**src/rtl/fifo_pkg.sv**
```systemverilog
// fifo_pkg
// Shared definitions for the FIFO drain / serial transmitter slice.
//   DEFAULT_DATA_WIDTH : default word width, must match the FIFO feeding the transmitter
//   FRAMES_W           : width of the completed-frame counter
//   tx_state_t         : transmitter FSM states (PARITY is only reached when
//                        FIFO_TX_PARITY_EN is defined)
package fifo_pkg;

  localparam int DEFAULT_DATA_WIDTH = 16;
  localparam int FRAMES_W           = 16;

  typedef enum logic [2:0] {
    IDLE,
    FETCH,
    LOAD,
    START,
    DATA,
    PARITY,
    STOP
  } tx_state_t;

endpackage

```
**src/rtl/tx_bit_timer.sv**
```systemverilog
// tx_bit_timer
// Baud counter for the serial transmitter. Counts 0..CLKS_PER_BIT-1 and
// flags the terminal count, then wraps.
// Ports:
//   clk   : rising-edge clock
//   reset : synchronous active-high reset
//   clear : restart the count at 0 on the next edge (used on every state entry)
//   tick  : high during the last cycle of each bit period
module tx_bit_timer #(
  parameter int CLKS_PER_BIT = 4
) (
  input  logic clk,
  input  logic reset,
  input  logic clear,
  output logic tick
);

  localparam int CNT_W = (CLKS_PER_BIT > 1) ? $clog2(CLKS_PER_BIT) : 1;

  logic [CNT_W-1:0] cnt;

  assign tick = (cnt == CNT_W'(CLKS_PER_BIT - 1));

  // Clearing one cycle before a state change makes the new state start at 0.
  always_ff @(posedge clk) begin
    if (reset || clear) begin
      cnt <= '0;
    end else if (tick) begin
      cnt <= '0;
    end else begin
      cnt <= cnt + CNT_W'(1);
    end
  end

endmodule

```
**src/rtl/fifo_serial_tx.sv**
```systemverilog
// fifo_serial_tx
// Drains a FIFO one word at a time and shifts each word out as an
// asynchronous serial frame: start bit, data LSB first, optional even
// parity, STOP_BITS stop bits.
// Optional feature macro: FIFO_TX_PARITY_EN (inserts the PARITY state).
// Ports:
//   Clock       : rising-edge clock
//   Reset       : synchronous active-high reset, aborts any frame in flight
//   EN          : drain enable, looked at in IDLE and at the end of a frame
//   Empty       : FIFO empty flag
//   Read_Data   : FIFO read data, valid the cycle after RE
//   RE          : one-cycle FIFO read strobe per word
//   Tx          : serial line, idles high
//   Busy        : high whenever the FSM is not in IDLE
//   Frames_Sent : completed-frame count, wraps
module fifo_serial_tx
  import fifo_pkg::*;
#(
  parameter int DATA_WIDTH   = DEFAULT_DATA_WIDTH,
  parameter int CLKS_PER_BIT = 4,
  parameter int STOP_BITS    = 1
) (
  input  logic                  Clock,
  input  logic                  Reset,
  input  logic                  EN,
  input  logic                  Empty,
  input  logic [DATA_WIDTH-1:0] Read_Data,
  output logic                  RE,
  output logic                  Tx,
  output logic                  Busy,
  output logic [FRAMES_W-1:0]   Frames_Sent
);

  localparam int BIT_CNT_W = $clog2(DATA_WIDTH + 1);

  tx_state_t             state;
  tx_state_t             state_next;
  logic [DATA_WIDTH-1:0] shift_reg;
  logic [BIT_CNT_W-1:0]  bit_cnt;
  logic                  stop_cnt;
  logic                  tick;
  logic                  timer_clear;
  logic                  frame_done;
  logic                  last_bit;
  logic                  last_stop;
`ifdef FIFO_TX_PARITY_EN
  logic                  parity_bit;
`endif

  assign last_bit    = (bit_cnt == BIT_CNT_W'(DATA_WIDTH - 1));
  assign last_stop   = (stop_cnt == 1'(STOP_BITS - 1));
  assign timer_clear = (state_next != state);

  tx_bit_timer #(
    .CLKS_PER_BIT (CLKS_PER_BIT)
  ) u_bit_timer (
    .clk   (Clock),
    .reset (Reset),
    .clear (timer_clear),
    .tick  (tick)
  );

  always_ff @(posedge Clock) begin
    if (Reset) begin
      state <= IDLE;
    end else begin
      state <= state_next;
    end
  end

  // Next-state logic; the end-of-frame decision mirrors the IDLE decision so
  // back-to-back frames only pay the FETCH/LOAD gap.
  always_comb begin
    state_next = state;
    frame_done = 1'b0;
    unique case (state)
      IDLE: begin
        if (EN && !Empty) state_next = FETCH;
      end
      FETCH: state_next = LOAD;
      LOAD:  state_next = START;
      START: begin
        if (tick) state_next = DATA;
      end
      DATA: begin
        if (tick && last_bit) begin
`ifdef FIFO_TX_PARITY_EN
          state_next = PARITY;
`else
          state_next = STOP;
`endif
        end
      end
`ifdef FIFO_TX_PARITY_EN
      PARITY: begin
        if (tick) state_next = STOP;
      end
`endif
      STOP: begin
        if (tick && last_stop) begin
          frame_done = 1'b1;
          state_next = (EN && !Empty) ? FETCH : IDLE;
        end
      end
      default: state_next = IDLE;
    endcase
  end

  // Outputs depend only on registered state, never directly on inputs.
  always_comb begin
    RE   = (state == FETCH);
    Busy = (state != IDLE);
    Tx   = 1'b1;
    unique case (state)
      START:   Tx = 1'b0;
      DATA:    Tx = shift_reg[0];
`ifdef FIFO_TX_PARITY_EN
      PARITY:  Tx = parity_bit;
`endif
      default: Tx = 1'b1;
    endcase
  end

  // Word capture, shifting and frame accounting.
  always_ff @(posedge Clock) begin
    if (Reset) begin
      shift_reg   <= '0;
      bit_cnt     <= '0;
      stop_cnt    <= 1'b0;
      Frames_Sent <= '0;
`ifdef FIFO_TX_PARITY_EN
      parity_bit  <= 1'b0;
`endif
    end else begin
      if (state == LOAD) begin
        shift_reg  <= Read_Data;
        bit_cnt    <= '0;
        stop_cnt   <= 1'b0;
`ifdef FIFO_TX_PARITY_EN
        parity_bit <= ^Read_Data;
`endif
      end
      if (state == DATA && tick) begin
        shift_reg <= shift_reg >> 1;
        bit_cnt   <= bit_cnt + BIT_CNT_W'(1);
      end
      if (state == STOP && tick) begin
        stop_cnt <= stop_cnt + 1'b1;
      end
      if (frame_done) begin
        Frames_Sent <= Frames_Sent + FRAMES_W'(1);
      end
    end
  end

endmodule

```
**config.mk**
```make
export PLATFORM = sky130hd
export DESIGN_NAME = fifo_serial_tx
export DESIGN_NICKNAME = d
export VERILOG_FILES = /design/src/rtl/fifo_pkg.sv /design/src/rtl/tx_bit_timer.sv /design/src/rtl/fifo_serial_tx.sv
export SDC_FILE = /design/constraint.sdc
export NUM_CORES = 1
export LEC_CHECK = 0
export BUFFER_PORTS_ARGS = -buffer_cell sky130_fd_sc_hd__clkbuf_2
export CAP_MARGIN = 20
export CORE_MARGIN = 2
export CORE_UTILIZATION = 54
export DETAILED_ROUTE_END_ITERATION = 6
export GPL_TIMING_DRIVEN = 0
export PLACE_DENSITY = 0.78
export SLEW_MARGIN = 20
export SYNTH_ARGS = -nofsm -noshare
export SYNTH_HDL_FRONTEND = slang
export SYNTH_SLANG_ARGS = --single-unit
```
**constraint.sdc**
```tcl
create_clock -name Clock -period 2.4 [get_ports Clock]
set_clock_uncertainty 0.2 [all_clocks]
set_input_delay 0.36 -clock Clock [delete_from_list [all_inputs] [get_ports Clock]]
set_output_delay 0.36 -clock Clock [all_outputs]
set_load 0.05 [all_outputs]
```
* After elaboration in Yosys (flattened, before gate mapping)
Index checks and enable logic that the tools add are counted.
** Cells by class
- $add $sub $neg :: 4
- Equal/unequal tests :: 8
- Multiplexer cells :: 15
- Bitwise gates (word level) :: 1
- Reduce and logical (&&, ||, !) cells :: 13
** Operators by type and width (count)
- $mux 15 :: 2
- $pmux 3 s6 :: 1
- $add 16x1->16 const B :: 1
- $mux 3 :: 4
- $mux 5 :: 2
- $eq 3x2->1 const B :: 2
- $eq 3x3->1 const B :: 2
- $add 5x1->5 const B :: 1
- $eq 5x4->1 const B :: 1
- $logic_and 1x1->1 :: 5
- $mux 1 :: 5
- $reduce_bool 2->1 :: 2
- $reduce_or 2->1 :: 2
- $eq 3x1->1 const B :: 1
- $logic_not 3->1 :: 1
- $ne 3x3->1 :: 1
- $reduce_bool 3->1 :: 1
- $add 2x1->2 const B :: 1
- $eq 2x2->1 const B :: 1
- $pmux 1 s2 :: 1
- $add 1x1->1 const B :: 1
- $logic_not 1->1 :: 1
- $logic_or 1x1->1 :: 1
- $not 1->1 :: 1
** Word-level totals
- Flip-flop bits (word level) :: 43
- Bits of input ports :: 20
- Output and inout bits :: 19
- Logic and storage cells :: 48

* Longest topological paths before layout
Gate-level depths: netlist (run 1).
- Word-level depth :: 8
- Depth in mapped cells :: 8
- Gate-level depth less buffers :: 7

* Cells and area by module
Synthesis (run 1) repeated with hierarchy kept, for this count alone.
** Unflattened totals
- Cells, all modules :: 233
- Area, all modules :: 2088.3 um2
** Modules (own cells, without submodules)
- fifo_serial_tx :: instances 1, cells each 228, area an instance 2008.2 um2, sequential area each 820.8 um2
- tx_bit_timer :: instances 1, cells each 5, area an instance 80.1 um2, sequential area each 40.0 um2

* Worst setup path before layout (run 1)
No wires, ideal clock.
- Path type :: flip-flop to output port
- From :: register state[0]
- To :: output port RE
- Arrival :: 1.792 ns
- Required time :: 1.840 ns
- Setup slack :: 0.048 ns
- Stages on the path, launching flop included :: 3
- Buffers on the path :: 1
- Cell sequence :: dfxtp_1 -> clkbuf_1 -> nor3b_1
** On the way
- Cells in the longest elaborated chain, start to end :: 1
** RTL lines
- start, declared :: line fifo_serial_tx.sv:36 : tx_state_t state;
- start signal, assigned :: line fifo_serial_tx.sv:67 : state <= state_next;
- $eq 3x1->1 :: line fifo_serial_tx.sv:111 : RE = (state == FETCH);
- end, declared :: line fifo_serial_tx.sv:28 : output logic RE,
No other way between the ends.

* Final worst setup path (run 1)
- From :: register u_bit_timer.cnt[0]
- To :: register shift_reg[4]
** On the way
- Cells in the longest elaborated chain, start to end :: 3
- Elaborated cells on any way between the ends :: 4
- Those cells by class :: eq/ne: 1; mux: 1; reduce/logical: 2
** RTL lines
- start, declared :: line tx_bit_timer.sv:20 : logic [CNT_W-1:0] cnt;
- start signal, assigned :: line tx_bit_timer.sv:31 : cnt <= cnt + CNT_W'(1);
- $eq 2x2->1 (*) :: line tx_bit_timer.sv:22 : assign tick = (cnt == CNT_W'(CLKS_PER_BIT - 1));
- $logic_and 1x1->1 (*) :: line fifo_serial_tx.sv:143 : if (state == DATA && tick) begin
- $mux 15 or $reduce_bool 2->1 (tied branches)
- end signal, assigned :: line fifo_serial_tx.sv:136 : shift_reg <= Read_Data;
- end signal, assigned :: line fifo_serial_tx.sv:144 : shift_reg <= shift_reg >> 1;
- end, declared :: line fifo_serial_tx.sv:38 : logic [DATA_WIDTH-1:0] shift_reg;
Every way passes the cells marked *; elsewhere a longest branch is shown, timed or not.
A chain may end at the register's enable or synchronous reset.

==> flow_metrics.env, run 1 <==
export IMPL_status="finished, final reports clean"
export IMPL_cp_num_buf_inv=3
export IMPL_synth_top_cell_area_share=0.424
export IMPL_crit_path_end_kind="flip-flop"
export IMPL_hold_depth=3
export IMPL_grt_max_degree=13
export IMPL_drc_errors=0
export IMPL_clk_path_buf_depth=2
export IMPL_total_power_w=0.00139
export IMPL_dr_first_iter_drc_count=57
export IMPL_grt_use_total=0.216
export IMPL_path_delay_family="buffers and inverters"
export IMPL_crit_path_frequent_cell="clkbuf_1"
export IMPL_final_setup_viol_count=0
export IMPL_max_slew_margin_rel=0.652
export IMPL_final_cell_mix="dfxtp_1, clkbuf_2, nor2_1"
export IMPL_overflow=0
export IMPL_wl_per_cell_um=12.8
export IMPL_diodes=0
export IMPL_worstPathCellList="ha_1 > buf_2 > nand4bb_1 > clkbuf_1 > clkbuf_1 > nor2_1 > a211oi_1"
export IMPL_path_depth=7
export IMPL_rsz0062_at_grt="false"
export IMPL_yosysSeqAreaShare=0.424
export IMPL_core_area_um2=3630
export IMPL_yosysUniqueCellTypes=37
export IMPL_cts_tree="done"
export IMPL_fin_nets=298
export IMPL_via_count=1730
export IMPL_layout_commonest_cell="dfxtp_1"
export IMPL_worst_pin_slew_ns=0.522
export IMPL_synth_top_area_cell="dfxtp_1"
export IMPL_synth_warnings=0
export IMPL_viasPerCell=5.37
export IMPL_power_density_nw_per_um2=589
export IMPL_startpoint_type="flip-flop"
export IMPL_ys_ff_latch=43
export IMPL_synthFlopType="dfxtp_1"
export IMPL_clock_sinks=43
export IMPL_htree_levels=2
export IMPL_antenna_found_initial=0
export IMPL_synth_area_per_cell_um2=8.83
export IMPL_port_buffers=37
export IMPL_multi_input_area_um2=1070
export IMPL_die_area_um2=4270
export IMPL_syn_area_um2=2030
export IMPL_irDropWorstVdd_uv=463
export IMPL_slew_viol_final=0
export IMPL_grt_pass1_vias=1610
export IMPL_cts_clk_slew_worst_paths_ns=0.08
export IMPL_fillers=336
export IMPL_numCtsBuffers=5
export IMPL_synth_nets=254
export IMPL_setup_tns_final_ns=0
export IMPL_area_growth_pct=16.5
export IMPL_initial_utilization=0.559
export IMPL_critPathMaxFanout=10
export IMPL_reg2reg_depth=7
export IMPL_ios=39
export IMPL_drtPass1Iterations=4
export IMPL_hold_violations=0
export IMPL_drt_wl_total_um=4130
export IMPL_fmax_ghz=0.460
export IMPL_worstSkewPairLatency_ns=0.30
export IMPL_required_ns=2.41
export IMPL_ant_nets=0
export IMPL_period_minus_slack_ns=2.17
export IMPL_postCtsSetupRepairBufs=0
export IMPL_die_h_um=65.3
export IMPL_async_reset_ff_frac=0
export IMPL_synth_edf_count=0
export IMPL_layout_drive_gt1_share=0.186
export IMPL_grt_pass1_wl_um=7090
export IMPL_fp_dieW_um=65.3
export IMPL_p_leak_nw=0.954
export IMPL_critPathArrivalTime_ns=2.18
export IMPL_synthTopCellsByArea="dfxtp_1, mux2i_1, nor2_1, a211oi_1, xnor2_1"
export IMPL_rows=22
export IMPL_gp_congestion=0.829
export IMPL_cts_root_buf="clkbuf_8"
export IMPL_crit_slowest_cell="clkbuf_1"
export IMPL_hpwl_um=2960
export IMPL_min_path_type="input pin to flip-flop"
export IMPL_max_cap_viol_count=0
export IMPL_slowest_delay_ns=0.41
export IMPL_ff_latch_area_um2=861
export IMPL_synthCells=230
export IMPL_fin_crit_sh=0.905
export IMPL_path_class="flip-flop to flip-flop"
==> layout make-up <==
class,instances,share of cell area
Clock buffer,6,0.0349
Buffer,15,0.0291
Multi-Input combinational cell,164,0.454
Sequential cell,43,0.364
Clock inverter,1,0.00211
Inverter,8,0.0127
Timing Repair Buffer,37,0.0782
Tap cell,48,0.0254
==> metrics by stage <==
step	util	area (um^2)	hold WS (ns)	std cells	setup WS, ns
5_1_grt	0.652	2370	0.196	322	0.0638
3_5_place_dp	0.627	2280	0.230	315	0.268
3_3_place_gp	0.627	2280	0.224	315	0.352
2_1_floorplan	-	2030	0.207	230	0.0482
4_1_cts	0.651	2360	0.168	322	0.102
6_report	0.652	2370	0.176	322	0.228
==> path summary, 6_finish.rpt <==
kind	endpoint	from	slack, ns
worst min-delay path	shift_reg[15]	Read_Data[15]	0.18
worst max-delay path	shift_reg[4]	u_bit_timer.cnt[0]	0.23
worst max register to register	shift_reg[4]	u_bit_timer.cnt[0]	0.23
worst min register to register	u_bit_timer.cnt[0]	u_bit_timer.cnt[0]	0.24
==> logic make-up after synthesis <==
| group | synth area share |
|---|---|
| xor gates and xnor gates | 0.0431 |
| DFF | 0.424 |
| adders and majority gates | 0.0246 |
| buffers and inverters | 0.0474 |
| and+or+nand+nor | 0.243 |
| AOI/OAI and AO/OA | 0.129 |
| muxes | 0.0899 |
==> synthesized netlist by cell type (2+ instances only) <==
cell,instances
dfxtp_1,43
nand2_1,6
mux2i_1,16
nor2b_1,4
or3_1,9
nand4_1,3
xor2_1,2
nor3b_1,2
xnor2_1,8
o21ai_0,4
buf_2,2
inv_1,8
ha_1,4
nand4bb_1,2
buf_4,2
nand2b_1,3
clkbuf_1,11
nor4b_1,2
nor2_1,38
mux2_1,2
a211oi_1,17
a21oi_1,13
nor4_1,4
nor3_1,8
nand3_1,5
==> timing repair <==
action | in CTS | in global routing
hold buffers | 0 | 0
resized for setup | 0 | 4
endpoints found under the setup margin | 0 | 1
==> power breakdown <==
group / internal [W] / switching (W)
combinational: 0.0000763 / 0.0000978
sequential: 0.000739 / 0.0000174
clock: 0.000226 / 0.000238
==> routing by layer <==
layer	track usage	vias up	part of all wire
li1	-	906	-
met1	0.266	776	0.45
met2	0.344	39	0.48
met3	0.0668	9	0.045
met4	0.0990	0	0.018
met5	0	-	0
==> worst register-to-register path, cell delays in order (launching register included) <==
cell and delay (ns):
dfxtp_1 0.32, ha_1 0.21, buf_2 0.19, nand4bb_1 0.12, clkbuf_1 0.26, clkbuf_1 0.41, nor2_1 0.10, a211oi_1 0.26
(Power assumes the default switching activity.)
==> run 2, diff against run 1 <==
Settings changed: CORE_UTILIZATION 54 to 58, PLACE_DENSITY 0.78 to 0.83.
Clock period 2.4 ns to 2.72 ns, I/O delays scaled along.
==> flow_metrics.env, run 2 (same netlist as run 1, synthesis figures left out) <==
export IMPL_cts_tree="done"
export IMPL_fillers=299
export IMPL_overflow=0
export IMPL_max_slew_margin_rel=0.631
export IMPL_die_area_um2=3990
export IMPL_drc_errors=0
export IMPL_worstSkewPairLatency_ns=0.35
export IMPL_crit_slowest_cell="dfxtp_1"
export IMPL_ctsHoldBuffers=0
export IMPL_slowest_delay_ns=0.49
export IMPL_wl_per_cell_um=13.0
export IMPL_htree_levels=2
export IMPL_final_cell_mix="dfxtp_1, nor2_1, clkbuf_2"
export IMPL_dr_first_iter_drc_count=80
export IMPL_critPathMaxFanout=10
export IMPL_worstPathCellList="clkbuf_1 > nor2b_1 > a21oi_1 > clkbuf_2"
export IMPL_fin_crit_sh=0.887
export IMPL_die_h_um=63.2
export IMPL_irDropWorstVdd_uv=437
export IMPL_setup_tns_final_ns=0
export IMPL_rsz0062_at_grt="false"
export IMPL_fin_nets=298
export IMPL_layout_commonest_cell="dfxtp_1"
export IMPL_ios=39
export IMPL_via_count=1769
export IMPL_p_leak_nw=0.939
export IMPL_numCtsBuffers=5
export IMPL_rr_startpoint="u_bit_timer.cnt[0]"
export IMPL_drt_wl_total_um=4170
export IMPL_worst_pin_slew_ns=0.553
export IMPL_min_path_type="input pin to flip-flop"
export IMPL_postCtsSetupRepairBufs=0
export IMPL_required_ns=2.11
export IMPL_clk_path_buf_depth=2
export IMPL_startpoint="state[2]"
export IMPL_ant_nets=0
export IMPL_worstHoldStart="Read_Data[15]"
export IMPL_max_cap_viol_count=0
export IMPL_rows=21
export IMPL_slew_viol_final=0
export IMPL_grt_use_total=0.226
export IMPL_dpl_cell_count=313
export IMPL_period_minus_slack_ns=2.41
export IMPL_initial_utilization=0.604
export IMPL_drtPass1Iterations=4
export IMPL_crit_path_end_kind="output port"
export IMPL_critPathArrivalTime_ns=1.80
export IMPL_viasPerCell=5.53
export IMPL_antenna_found_initial=0
export IMPL_final_area_um2=2350
export IMPL_path_class="flip-flop to output port"
export IMPL_dpl_instance_area_um2=2270
export IMPL_hpwl_um=3040
export IMPL_post_layout_nonfiller_instances=320
export IMPL_grt_pass1_vias=1604
export IMPL_cts_resized=0
export IMPL_cts_clk_slew_worst_paths_ns=0.12
export IMPL_grt_max_degree=13
export IMPL_grt_pass1_wl_um=7130
export IMPL_whs_ns=0.141
export IMPL_core_area_um2=3360
export IMPL_fmax_ghz=0.414
export IMPL_cts_root_buf="clkbuf_4"
export IMPL_startpoint_type="flip-flop"
export IMPL_power_density_nw_per_um2=515
export IMPL_layout_drive_gt1_share=0.175
export IMPL_final_setup_viol_count=0
export IMPL_area_growth_pct=15.5
export IMPL_status="finished, final reports clean"
export IMPL_gp_congestion=0.784
export IMPL_hold_violations=0
export IMPL_port_buffers=37
export IMPL_diodes=0
export IMPL_clock_sinks=43
export IMPL_fp_dieW_um=63.2
-- run 2: through the flow --
step | power [W] | setup slack (ns) | utilization
floorplan | 0.000795 | 0.320 | -
global placement | 0.000833 | 0.626 | 0.676
detailed placement | 0.000835 | 0.598 | 0.676
CTS | 0.00122 | 0.313 | 0.698
global route | 0.00126 | 0.185 | 0.698
finish | 0.00121 | 0.307 | 0.698
-- run 2: final cells by class --
class,count,area (um^2),share of cell area
tap,46,57.6,0.0245
inverter,8,30.0,0.0128
clock buffer,6,41.3,0.0176
clock inverter,1,30.0,0.0128
timing repair buffer,37,185,0.0789
buffer,15,66.3,0.0283
multi-input combinational,164,1070,0.458
sequential,43,861,0.367
-- run 2: worst paths after layout --
| check | end | slack, ns | cells after the start |
|---|---|---|---|
| hold / removal | shift_reg[15] | 0.14 | 3 |
| setup / recovery | Tx | 0.31 | 4 |
| hold reg to reg | u_bit_timer.cnt[0] | 0.26 | 1 |
| setup reg to reg | shift_reg[3] | 0.54 | 7 |
-- run 2: routing by layer --
layer / routed length, um / track usage / up-vias
met5: 0 / 0 / -
met4: 63 / 0.0815 / 0
met3: 218 / 0.0607 / 7
met2: 2010 / 0.387 / 44
met1: 1880 / 0.271 / 813
li1: - / - / 905
-- run 2: report_power, final --
group          switching (W)  internal [W]  leakage, nW
registers          0.0000154      0.000652        0.348
clock network       0.000196      0.000190       0.0383
logic              0.0000875     0.0000669        0.552
total               0.000299      0.000909        0.939
-- run 2: critical path: cells and delay by family, from the launching register on --
| family | cells | cell delay [ns] |
|---|---|---|
| simple gates | 1 | 0.16 |
| buf+inv | 2 | 0.63 |
| flops | 1 | 0.49 |
| compound gates | 1 | 0.16 |
==> run 3, diff against run 2 <==
Settings changed: CORE_UTILIZATION 58 to 59, PLACE_DENSITY 0.83 to 0.9, SYNTH_HIERARCHICAL set to 1.
==> flow_metrics.env, run 3 <==
export IMPL_layout_commonest_cell="dfxtp_1"
export IMPL_fin_crit_sh=0.923
export IMPL_startpoint="state[0]"
export IMPL_post_layout_nonfiller_instances=325
export IMPL_antenna_found_initial=0
export IMPL_numCtsBuffers=5
export IMPL_drtPass1Iterations=4
export IMPL_path_depth=5
export IMPL_hold_violations=0
export IMPL_gp_congestion=0.847
export IMPL_cts_clk_slew_worst_paths_ns=0.12
export IMPL_grt_pass1_vias=1673
export IMPL_cp_num_buf_inv=2
export IMPL_syn_area_um2=2090
export IMPL_diodes=0
export IMPL_overflow=0
export IMPL_clock_sinks=43
export IMPL_yosysUniqueCellTypes=45
export IMPL_r2r_end="u_bit_timer/cnt[0]"
export IMPL_synth_top_cell_area_share=0.412
export IMPL_status="finished, final reports clean"
export IMPL_synth_top_area_cell="dfxtp_1"
export IMPL_wl_per_cell_um=13.0
export IMPL_period_minus_slack_ns=2.51
export IMPL_ff_latch_area_um2=861
export IMPL_synth_edf_count=0
export IMPL_fmax_ghz=0.398
export IMPL_irDropWorstVdd_uv=342
export IMPL_worstSkewPairLatency_ns=0.36
export IMPL_setup_tns_final_ns=0
export IMPL_r2r_slack_ns=0.65
export IMPL_multi_input_area_um2=1130
export IMPL_synth_compound_area_share=0.152
export IMPL_synth_area_mux_share=0.0767
export IMPL_cts_root_buf="clkbuf_4"
export IMPL_layout_drive_gt1_share=0.215
export IMPL_crit_slowest_cell="dfxtp_1"
export IMPL_slowest_delay_ns=0.46
export IMPL_endpoint="Tx"
export IMPL_synthCells=233
export IMPL_ctsHoldBuffers=0
export IMPL_grt_pass1_wl_um=7090
export IMPL_fin_nets=302
export IMPL_required_ns=2.11
export IMPL_synth_top_family_by_area="simple AND/OR/NAND/NOR gates"
export IMPL_viasPerCell=5.66
export IMPL_synthAdderAreaFrac=0.0240
export IMPL_cts_resized=0
export IMPL_htree_levels=2
export IMPL_core_area_um2=3360
export IMPL_max_cap_viol_count=0
export IMPL_ys_ff_latch=43
export IMPL_fp_dieW_um=63.5
export IMPL_dpl_cell_count=317
export IMPL_ant_nets=0
export IMPL_synthTopCellsByArea="dfxtp_1, mux2i_1, nor2_1, a211oi_1, a21oi_1"
export IMPL_final_setup_viol_count=0
export IMPL_fillers=285
export IMPL_path_delay_family="buffers and inverters"
export IMPL_die_area_um2=4030
export IMPL_worstPathCellList="clkbuf_1 > nor2b_1 > nand2_1 > o31a_1 > clkbuf_2"
export IMPL_port_buffers=38
export IMPL_drc_errors=0
export IMPL_min_path_type="input pin to flip-flop"
export IMPL_final_cell_mix="dfxtp_1, clkbuf_2, nor2_1"
export IMPL_worst_pin_slew_ns=0.481
export IMPL_worstHoldStart="Reset"
export IMPL_synth_top_cells_by_count="dfxtp_1, nor2_1, a211oi_1, a21oi_1, mux2i_1"
export IMPL_grt_use_total=0.221
export IMPL_grt_max_degree=15
export IMPL_rsz0062_at_grt="false"
export IMPL_synth_most_common_cell="dfxtp_1"
export IMPL_rr_startpoint="u_bit_timer/cnt[0]"
export IMPL_die_h_um=63.5
export IMPL_rows=21
export IMPL_synth_warnings=6
export IMPL_area_growth_pct=15.8
export IMPL_slew_viol_final=0
export IMPL_critPathMaxFanout=10
export IMPL_synth_area_per_cell_um2=8.96
export IMPL_whs_ns=0.0475
export IMPL_cts_tree="done"
export IMPL_initial_utilization=0.621
export IMPL_power_density_nw_per_um2=489
export IMPL_synth_nets=257
export IMPL_synth_xor_area_frac=0.0336
export IMPL_total_power_w=0.00118
export IMPL_path_class="flip-flop to output port"
export IMPL_startpoint_type="flip-flop"
export IMPL_critPathArrivalTime_ns=1.90
export IMPL_clk_path_buf_depth=2
export IMPL_synth_simple_gate_area_share=0.257
export IMPL_fin_util=0.719
export IMPL_async_reset_ff_frac=0
export IMPL_synthFlopType="dfxtp_1"
export IMPL_max_slew_margin_rel=0.680
export IMPL_hold_depth=2
export IMPL_yosysSeqAreaShare=0.412
export IMPL_dr_first_iter_drc_count=60
export IMPL_hpwl_um=3020
export IMPL_reg2reg_depth=6
export IMPL_drt_wl_total_um=4240
export IMPL_ios=39
export IMPL_p_leak_nw=0.979
export IMPL_via_count=1841
export IMPL_crit_path_end_kind="output port"
export IMPL_postCtsSetupRepairBufs=0
[run 3: cell count changes after synthesis, moves of 3 or more]
| cell | change |
|---|---|
| nor3_1 | -6 |
| nor4_1 | -4 |
| o21ai_0 | +4 |
| xnor2_1 | -4 |
| a21oi_1 | +3 |
| a31oi_1 | +3 |
| clkbuf_1 | -3 |
| inv_1 | -3 |
| nand3_1 | +3 |
[run 3: worst min-delay path by stage]
stage                               endpoint  slack (ns)
after detailed placement  u_bit_timer/cnt[0]        0.24
after global placement    u_bit_timer/cnt[0]        0.22
after floorplan           u_bit_timer/cnt[0]        0.21
final                     u_bit_timer/cnt[0]        0.05
after CTS                 u_bit_timer/cnt[1]        0.04
after global routing      u_bit_timer/cnt[0]        0.04
[run 3: cell families after synthesis]
kind of cell    after synthesis
simple gates                 92
compound gates               50
flops                        43
buf+inv                      20
mux                          16
xor+xnor                      8
fa+ha+maj                     4
[run 3: area by class of cell]
cell class | instances | share of cell area
Sequential cell | 43 | 0.356
Timing Repair Buffer | 38 | 0.0787
Clock inverter | 3 | 0.0181
Buffer | 15 | 0.0311
Tap cell | 46 | 0.0238
Inverter | 5 | 0.00776
Clock buffer | 5 | 0.0155
Multi-Input combinational cell | 170 | 0.469
[run 3: stage by stage]
stage                     worst slack, ns  cell area [um^2]
after global placement              0.670              2340
after global routing               0.0723              2420
after detailed placement            0.670              2340
after CTS                           0.219              2420
after floorplan                     0.281              2090
final                               0.210              2420
[run 3: where the power goes]
group	total [W]	internal, W	switching, W
clock	0.000406	0.000193	0.000212
combinational	0.000118	0.0000536	0.0000648
sequential	0.000658	0.000647	0.0000112
total	0.00118	0.000894	0.000288
[run 3: layer usage]
layer	global-route usage	vias to the layer above	wire length [um]
met4	0.0842	0	59
met5	0	-	0
li1	-	931	-
met1	0.273	846	1960
met2	0.368	57	1980
met3	0.0554	7	238
[run 3: worst register-to-register path, cell delays in order, from the launching register on]
cell and delay [ns]:
dfxtp_1 0.37, ha_1 0.27, buf_4 0.21, nand3b_1 0.22, a211o_1 0.38, a21oi_1 0.24
nor4_2 0.09
